==> config.mk <==
export PLATFORM = sky130hd
export DESIGN_NAME = icache_refill_engine
export DESIGN_NICKNAME = d
export VERILOG_FILES = /design/src/rtl/fabscalar_mem_pkg.sv /design/src/rtl/icache_line_assembler.sv /design/src/rtl/icache_refill_engine.sv
export SDC_FILE = /design/constraint.sdc
export NUM_CORES = 1
export LEC_CHECK = 0
export CORE_UTILIZATION = 47
export CTS_BUF_LIST = sky130_fd_sc_hd__clkbuf_16
export CTS_CLUSTER_DIAMETER = 200
export DETAILED_ROUTE_END_ITERATION = 7
export HOLD_SLACK_MARGIN = 0.12
export PLACE_DENSITY = 0.83
export RECOVER_POWER = 100
export SYNTH_ARGS = -nofsm -noshare
export SYNTH_HDL_FRONTEND = slang
export SYNTH_SLANG_ARGS = --single-unit
==> constraint.sdc <==
create_clock -name clk -period 2.4 [get_ports clk]
set_input_delay 0.72 -clock clk [delete_from_list [all_inputs] [get_ports clk]]
set_output_delay 0.72 -clock clk [all_outputs]
set_load 0.05 [all_outputs]
==> src/rtl/fabscalar_mem_pkg.sv <==
// Purpose: shared refill-engine types and default widths for the L1I miss path.
// Latency: n/a (types and constants only).
// Backpressure: n/a.
// Config macro: ICACHE_PREFETCH_EN adds the next-line prefetch states to the enum.
package fabscalar_mem_pkg;

    localparam int SIZE_PC     = 32;
    localparam int CACHE_WIDTH = 256;

    localparam int DEF_ADDR_W  = SIZE_PC;
    localparam int DEF_BLOCK_W = CACHE_WIDTH;
    localparam int DEF_BEAT_W  = 64;

    typedef enum logic [3:0] {
        RF_IDLE,
        RF_REQ,
        RF_FILL,
        RF_DRAIN,
        RF_WRITE,
        RF_COOL
`ifdef ICACHE_PREFETCH_EN
        ,
        RF_PF_REQ,
        RF_PF_FILL,
        RF_PF_HIT
`endif
    } refillState_t;

endpackage

==> src/rtl/icache_line_assembler.sv <==
// Purpose: collects BEATS fixed-width beats into one cache block (beat k -> bits [k*BEAT_W +: BEAT_W]).
// Latency: 0 cycles; 'assembled' already contains the beat presented this cycle.
// Backpressure: none; every beatValid cycle is consumed.
// Ports: clk/reset (sync, active-high); clear zeroes the beat counter; beatValid/beatData
//        deliver one beat; lastBeat flags the final beat of a block; assembled is the
//        block register with the current beat merged in.
// BLOCK_W/BEAT_W must be >= 2 and a power of two.
module icache_line_assembler #(
    parameter int BLOCK_W = 256,
    parameter int BEAT_W  = 64
) (
    input  logic               clk,
    input  logic               reset,
    input  logic               clear,
    input  logic               beatValid,
    input  logic [BEAT_W-1:0]  beatData,
    output logic               lastBeat,
    output logic [BLOCK_W-1:0] assembled
);

    localparam int BEATS = BLOCK_W / BEAT_W;
    localparam int CNT_W = $clog2(BEATS);

    logic [CNT_W-1:0]   beatCnt;
    logic [BLOCK_W-1:0] blockReg;

    always_comb begin
        assembled = blockReg;
        if (beatValid) begin
            assembled[int'(beatCnt) * BEAT_W +: BEAT_W] = beatData;
        end
    end

    assign lastBeat = beatValid && (beatCnt == CNT_W'(BEATS - 1));

    // The counter wraps to zero after the last beat, so a completed or fully
    // drained block leaves the assembler ready for the next one.
    always_ff @(posedge clk) begin
        if (reset) begin
            beatCnt  <= '0;
            blockReg <= '0;
        end else begin
            if (clear) begin
                beatCnt <= '0;
            end else if (beatValid) begin
                beatCnt <= beatCnt + 1'b1;
            end
            if (beatValid) begin
                blockReg <= assembled;
            end
        end
    end

endmodule

==> src/rtl/icache_refill_engine.sv <==
// Purpose: L1I miss refill - align miss address, issue one memory read, gather beats, emit one cache write.
// Latency: miss cycle 0, ready cycle 1, beats cycles 2..BEATS+1 -> wrEnable_o in cycle BEATS+2.
// Backpressure: memReqValid_o/memReqAddr_o held until memReqReady_i; response beats cannot be stalled.
// Ports: miss_i/missAddr_i/flush_i from fetch; memReq*/memResp* to L2/memory;
//        wrEnable_o/wrAddr_o/instBlock_o single-cycle cache write; busy_o = engine not idle.
// Config macro: ICACHE_PREFETCH_EN enables a one-entry next-line prefetch buffer.
// All outputs are registered and derived from the next state.
module icache_refill_engine
    import fabscalar_mem_pkg::*;
#(
    parameter int ADDR_W  = DEF_ADDR_W,
    parameter int BLOCK_W = DEF_BLOCK_W,
    parameter int BEAT_W  = DEF_BEAT_W
) (
    input  logic               clk,
    input  logic               reset,
    input  logic               miss_i,
    input  logic [ADDR_W-1:0]  missAddr_i,
    input  logic               flush_i,
    output logic               memReqValid_o,
    input  logic               memReqReady_i,
    output logic [ADDR_W-1:0]  memReqAddr_o,
    input  logic               memRespValid_i,
    input  logic [BEAT_W-1:0]  memRespData_i,
    output logic               wrEnable_o,
    output logic [ADDR_W-1:0]  wrAddr_o,
    output logic [BLOCK_W-1:0] instBlock_o,
    output logic               busy_o
);

    localparam int OFF_W = $clog2(BLOCK_W / 8);

    refillState_t       state;
    refillState_t       stateNext;
    logic               capture;
    logic [ADDR_W-1:0]  blkAddr;
    logic [ADDR_W-1:0]  missAligned;
    logic               dmdBeat;
    logic               dmdLast;
    logic [BLOCK_W-1:0] dmdBlock;

    assign missAligned = {missAddr_i[ADDR_W-1:OFF_W], {OFF_W{1'b0}}};

    // Beats outside FILL/DRAIN are a protocol error and never reach the assembler.
    assign dmdBeat = memRespValid_i && (state == RF_FILL || state == RF_DRAIN);

    icache_line_assembler #(
        .BLOCK_W (BLOCK_W),
        .BEAT_W  (BEAT_W)
    ) u_demandLine (
        .clk       (clk),
        .reset     (reset),
        .clear     (capture),
        .beatValid (dmdBeat),
        .beatData  (memRespData_i),
        .lastBeat  (dmdLast),
        .assembled (dmdBlock)
    );

`ifdef ICACHE_PREFETCH_EN
    localparam logic [ADDR_W-1:0] BLOCK_BYTES = ADDR_W'(BLOCK_W / 8);

    logic               pfValid;
    logic [ADDR_W-1:0]  pfAddr;
    logic               pfBeat;
    logic               pfLast;
    logic [BLOCK_W-1:0] pfBlock;
    logic               pfHit;

    assign pfBeat = memRespValid_i && (state == RF_PF_FILL);
    assign pfHit  = pfValid && (missAligned == pfAddr);

    icache_line_assembler #(
        .BLOCK_W (BLOCK_W),
        .BEAT_W  (BEAT_W)
    ) u_prefetchLine (
        .clk       (clk),
        .reset     (reset),
        .clear     (state == RF_COOL),
        .beatValid (pfBeat),
        .beatData  (memRespData_i),
        .lastBeat  (pfLast),
        .assembled (pfBlock)
    );

    // The buffer is invalidated only when a new prefetch starts or its block is
    // consumed; flush_i deliberately leaves it alone.
    always_ff @(posedge clk) begin
        if (reset) begin
            pfValid <= 1'b0;
            pfAddr  <= '0;
        end else if (state == RF_COOL || state == RF_PF_HIT) begin
            pfValid <= 1'b0;
        end else if (state == RF_PF_FILL && pfLast) begin
            pfValid <= 1'b1;
            pfAddr  <= blkAddr + BLOCK_BYTES;
        end
    end
`endif

    always_comb begin
        stateNext = state;
        capture   = 1'b0;
        case (state)
            RF_IDLE: begin
                if (miss_i && !flush_i) begin
                    capture = 1'b1;
`ifdef ICACHE_PREFETCH_EN
                    stateNext = pfHit ? RF_PF_HIT : RF_REQ;
`else
                    stateNext = RF_REQ;
`endif
                end
            end
            RF_REQ: begin
                // A flush that coincides with the handshake still owes us a full
                // block of beats, so drain them rather than dropping back to idle.
                if (memReqReady_i) begin
                    stateNext = flush_i ? RF_DRAIN : RF_FILL;
                end else if (flush_i) begin
                    stateNext = RF_IDLE;
                end
            end
            RF_FILL: begin
                // A beat arriving with the flush is counted; if it was the last
                // one nothing remains to drain.
                if (flush_i) begin
                    stateNext = dmdLast ? RF_IDLE : RF_DRAIN;
                end else if (dmdLast) begin
                    stateNext = RF_WRITE;
                end
            end
            RF_DRAIN: begin
                if (dmdLast) begin
                    stateNext = RF_IDLE;
                end
            end
            RF_WRITE: begin
                stateNext = RF_COOL;
            end
            RF_COOL: begin
                // One dead cycle so the miss just serviced is not captured again.
`ifdef ICACHE_PREFETCH_EN
                stateNext = RF_PF_REQ;
`else
                stateNext = RF_IDLE;
`endif
            end
`ifdef ICACHE_PREFETCH_EN
            RF_PF_REQ: begin
                // A demand miss before the handshake abandons the prefetch; the
                // still-pending miss is picked up from IDLE next cycle.
                if (memReqReady_i) begin
                    stateNext = RF_PF_FILL;
                end else if (miss_i) begin
                    stateNext = RF_IDLE;
                end
            end
            RF_PF_FILL: begin
                if (pfLast) begin
                    stateNext = RF_IDLE;
                end
            end
            RF_PF_HIT: begin
                stateNext = RF_WRITE;
            end
`endif
            default: begin
                stateNext = RF_IDLE;
            end
        endcase
    end

    always_ff @(posedge clk) begin
        if (reset) begin
            state         <= RF_IDLE;
            blkAddr       <= '0;
            memReqValid_o <= 1'b0;
            memReqAddr_o  <= '0;
            wrEnable_o    <= 1'b0;
            wrAddr_o      <= '0;
            instBlock_o   <= '0;
            busy_o        <= 1'b0;
        end else begin
            state <= stateNext;
            if (capture) begin
                blkAddr      <= missAligned;
                memReqAddr_o <= missAligned;
            end
`ifdef ICACHE_PREFETCH_EN
            if (state == RF_COOL) begin
                memReqAddr_o <= blkAddr + BLOCK_BYTES;
            end
            memReqValid_o <= (stateNext == RF_REQ) || (stateNext == RF_PF_REQ);
`else
            memReqValid_o <= (stateNext == RF_REQ);
`endif
            wrEnable_o <= (stateNext == RF_WRITE);
            if (stateNext == RF_WRITE) begin
                wrAddr_o <= blkAddr;
`ifdef ICACHE_PREFETCH_EN
                instBlock_o <= (state == RF_PF_HIT) ? pfBlock : dmdBlock;
`else
                instBlock_o <= dmdBlock;
`endif
            end
            busy_o <= (stateNext != RF_IDLE);
        end
    end

endmodule
==> results.txt <==
type of the most critical hold path - register to register
Layout area overhead - 31.9%
commonest non-fill, non-tap cell in the layout - dfxtp_1
relative slew slack - 0.448
RSZ-0062 raised after global routing - false
Final WS setup - 93.2 ps
Bufs and invs on worst path - 3
vias - 20400
Fill cells - 3369
Max Cap Violations - 0
Setup crit end kind - register
total power draw - 17.0 mW
worst endpoint required time - 2810 ps
R2R Setup Slk - 160 ps
Detailed Place HPWL - 42500 µm
Remaining DRCs - 49
Worst path max stage delay - 570 ps
Worst EP arrival - 2710 ps
Worst-path clk slew - 60 ps
DR iter-0 viols - 2538
Min-Delay Endpoint - wrAddr_o[9]
Cell Pwr Density - 657 nW/µm²
number of setup violations in the final report - 0
Vias per Instance - 6.65
routed len/inst - 22.3 µm
Worst Path Max Fanout - 12
Die W - 206 µm
fin. max-slew vios - 0
Clock Tree Root - clkbuf_16
Leakage - 9.62 nW
min-delay src - wrAddr_o[9]
clock tree buffer depth - 3
critical path launch point type - primary input
std cell rows - 74
drt pass-1 iters - 8
GRT Total Usage - 0.306
die area - 42600 µm²
violated checks - design-rule violations
multiplexer share of the synthesized area - 0.000510
pre-CTS setup slack - -184 ps
IO buf count - 409
Placed Area - 24800 µm²
share of layout cells above drive strength 1 - 0.0901
Storage cell area - 10200 µm²
yosys warns - 0
Ports - 425
# H-tree levels - 2
worst hold stages - 2
register area share after synthesis - 0.522
area leader, netlist - dfxtp_1
syn_area_per_cell - 9.01 µm²
Final Wtd Congestion - 0.824
r2r endpoint - instBlock_o[181]
EDFF count, synth - 0
TritonCTS buffer count - 51
core box area - 41000 µm²
largest family of logic cells by synthesized area - compound AO/OA/AOI/OAI gates
Crit-path slowest cell - dlygate4sd3_1
endpoints failing hold - 0
top-area cell type share of the netlist area - 0.522
Final Critical Period - 2310 ps
Worst VDD drop - 444 µV
Async S/R FF share, synth - 0
Worst Skew - 15.6 ps
Multi-input gate area - 8060 µm²
vias in the first global route - 19400
initial antenna violation count - 0
antenna fix cells - 0
post-synthesis compound-gate area fraction - 0.297
cells after synthesis - 2177
Slew @ Worst Pin - 828 ps
pin count of the biggest net entering global routing - 104
Syn Std Cell Area - 19600 µm²
global-route wire length before repair - 104000 µm
worst skew pair latency - 590 ps
Adder-Cell Fraction of Synth Area - 0.00319
drt total wl - 68200 µm
Final period util - 0.961
GRT Residual Overflow - 0
XOR/XNOR share of the synthesized area - 0.000447
Final Util - 0.631
post-route ant nets - 0
WP depth - 6
most frequent cells in the layout - 511 x dfxtp_1, 502 x a21oi_1, 308 x o21ai_0, 298 x dlygate4sd2_1, 256 x nand4_1
delay-heaviest family, CP - buffers and inverters
overall die height - 206 µm
Setup Crit Path Kind - primary input to register
final instance area - 25900 µm²
f_max - 434 MHz
setup TNS - 0 ps
nets@finish - 2605
crit path launch - memRespValid_i
status - finished, violations left
Yosys cell types - 40
post-synthesis register bit count - 511
setup bufs post-CTS - 0
post-synthesis simple-gate area fraction - 0.105
CP Cell Sequence - dlygate4sd3_1 -> nand4bb_1 -> nor2_1 -> buf_12 -> clkbuf_2 -> a311oi_1
CTS tree - yes
R2R cell count - 6
Sink Count - 511
Initial Utilization - 0.478
Crit Reg-Reg Startpoint - u_demandLine.beatCnt[0]
top_reg_cell synth - dfxtp_1
top cells by area, synth - dfxtp_1 52%, a21oi_1 13%, a311oi_1 8.6%
==> power breakdown <==
group | switching [mW] | internal, mW
Combinational | 0.420 | 0.236
Clock | 3.33 | 4.50
Sequential | 0.0151 | 8.50
==> worst register-to-register path, stage by stage, from the launching register on <==
cell and delay, ps:
dfxtp_1 390, inv_1 130, ha_4 320, nor3b_2 280
buf_4 410, nand4_1 220, a311oi_1 380
==> metal layers <==
metal	vias to the layer above	part of all wire	global-route usage
li1	8991	-	-
met1	9660	0.38	0.386
met2	1462	0.47	0.490
met3	264	0.11	0.0604
met4	0	0.047	0.167
met5	-	0	0
==> metrics by stage <==
step | hold slack, ps | std cells
3_5_place_dp | 468 | 2977
4_1_cts | 473 | 3062
5_1_grt | 498 | 3062
6_report | 476 | 3062
2_1_floorplan | 470 | 2187
3_3_place_gp | 461 | 2977
==> kinds of logic after synthesis <==
logic type	after synthesis
AOI/OAI and AO/OA	1015
DFF	511
and+or+nand+nor	334
buffers and inverters	309
adders and majority gates	5
other	1
xor gates and xnor gates	1
muxes	1
==> cells in the mapped netlist (3+ instances only) <==
cell type    n
dfxtp_1    511
a21oi_1    502
o21ai_0    295
nand4_1    256
a311oi_1   192
clkbuf_1   144
buf_2      120
nand3_1     54
buf_4       22
o21ai_1     18
buf_1       15
ha_1         5
nor3_1       5
nor2_1       4
nor3b_1      3
==> state kept, by name, indices dropped and copies added, names as in the netlist <==
| register | count |
|---|---|
| state | 4 |
| memReqAddr_o | 27 |
| u_demandLine.blockReg | 192 |
| memReqValid_o | 1 |
| u_demandLine.beatCnt | 2 |
| wrAddr_o | 27 |
| busy_o | 1 |
| instBlock_o | 256 |
| wrEnable_o | 1 |
==> how the worst max path moves through the flow <==
stage                        to  slack, ps
2_1_floorplan  memReqAddr_o[12]        420
3_3_place_gp       wrAddr_o[10]       -120
3_5_place_dp       wrAddr_o[31]       -180
4_1_cts        instBlock_o[149]        130
5_1_grt        instBlock_o[115]         20
6_report         instBlock_o[3]         90
==> area by class of cell <==
cell class / count / share of cell area
tap: 532 / 0.0257
timing repair buffer: 562 / 0.205
inverter: 5 / 0.000725
clock inverter: 32 / 0.0107
multi-input combinational: 1367 / 0.311
sequential: 511 / 0.395
clock buffer: 53 / 0.0513
==> what timing repair did <==
item | 4_1_cts | 5_1_grt
hold buffers | 0 | 0
gates resized for setup | 298 | 0
setup endpoints to repair | 298 | 0
hold endpoints to repair | 0 | 0
Note: power is estimated with default switching activity, not from simulation.
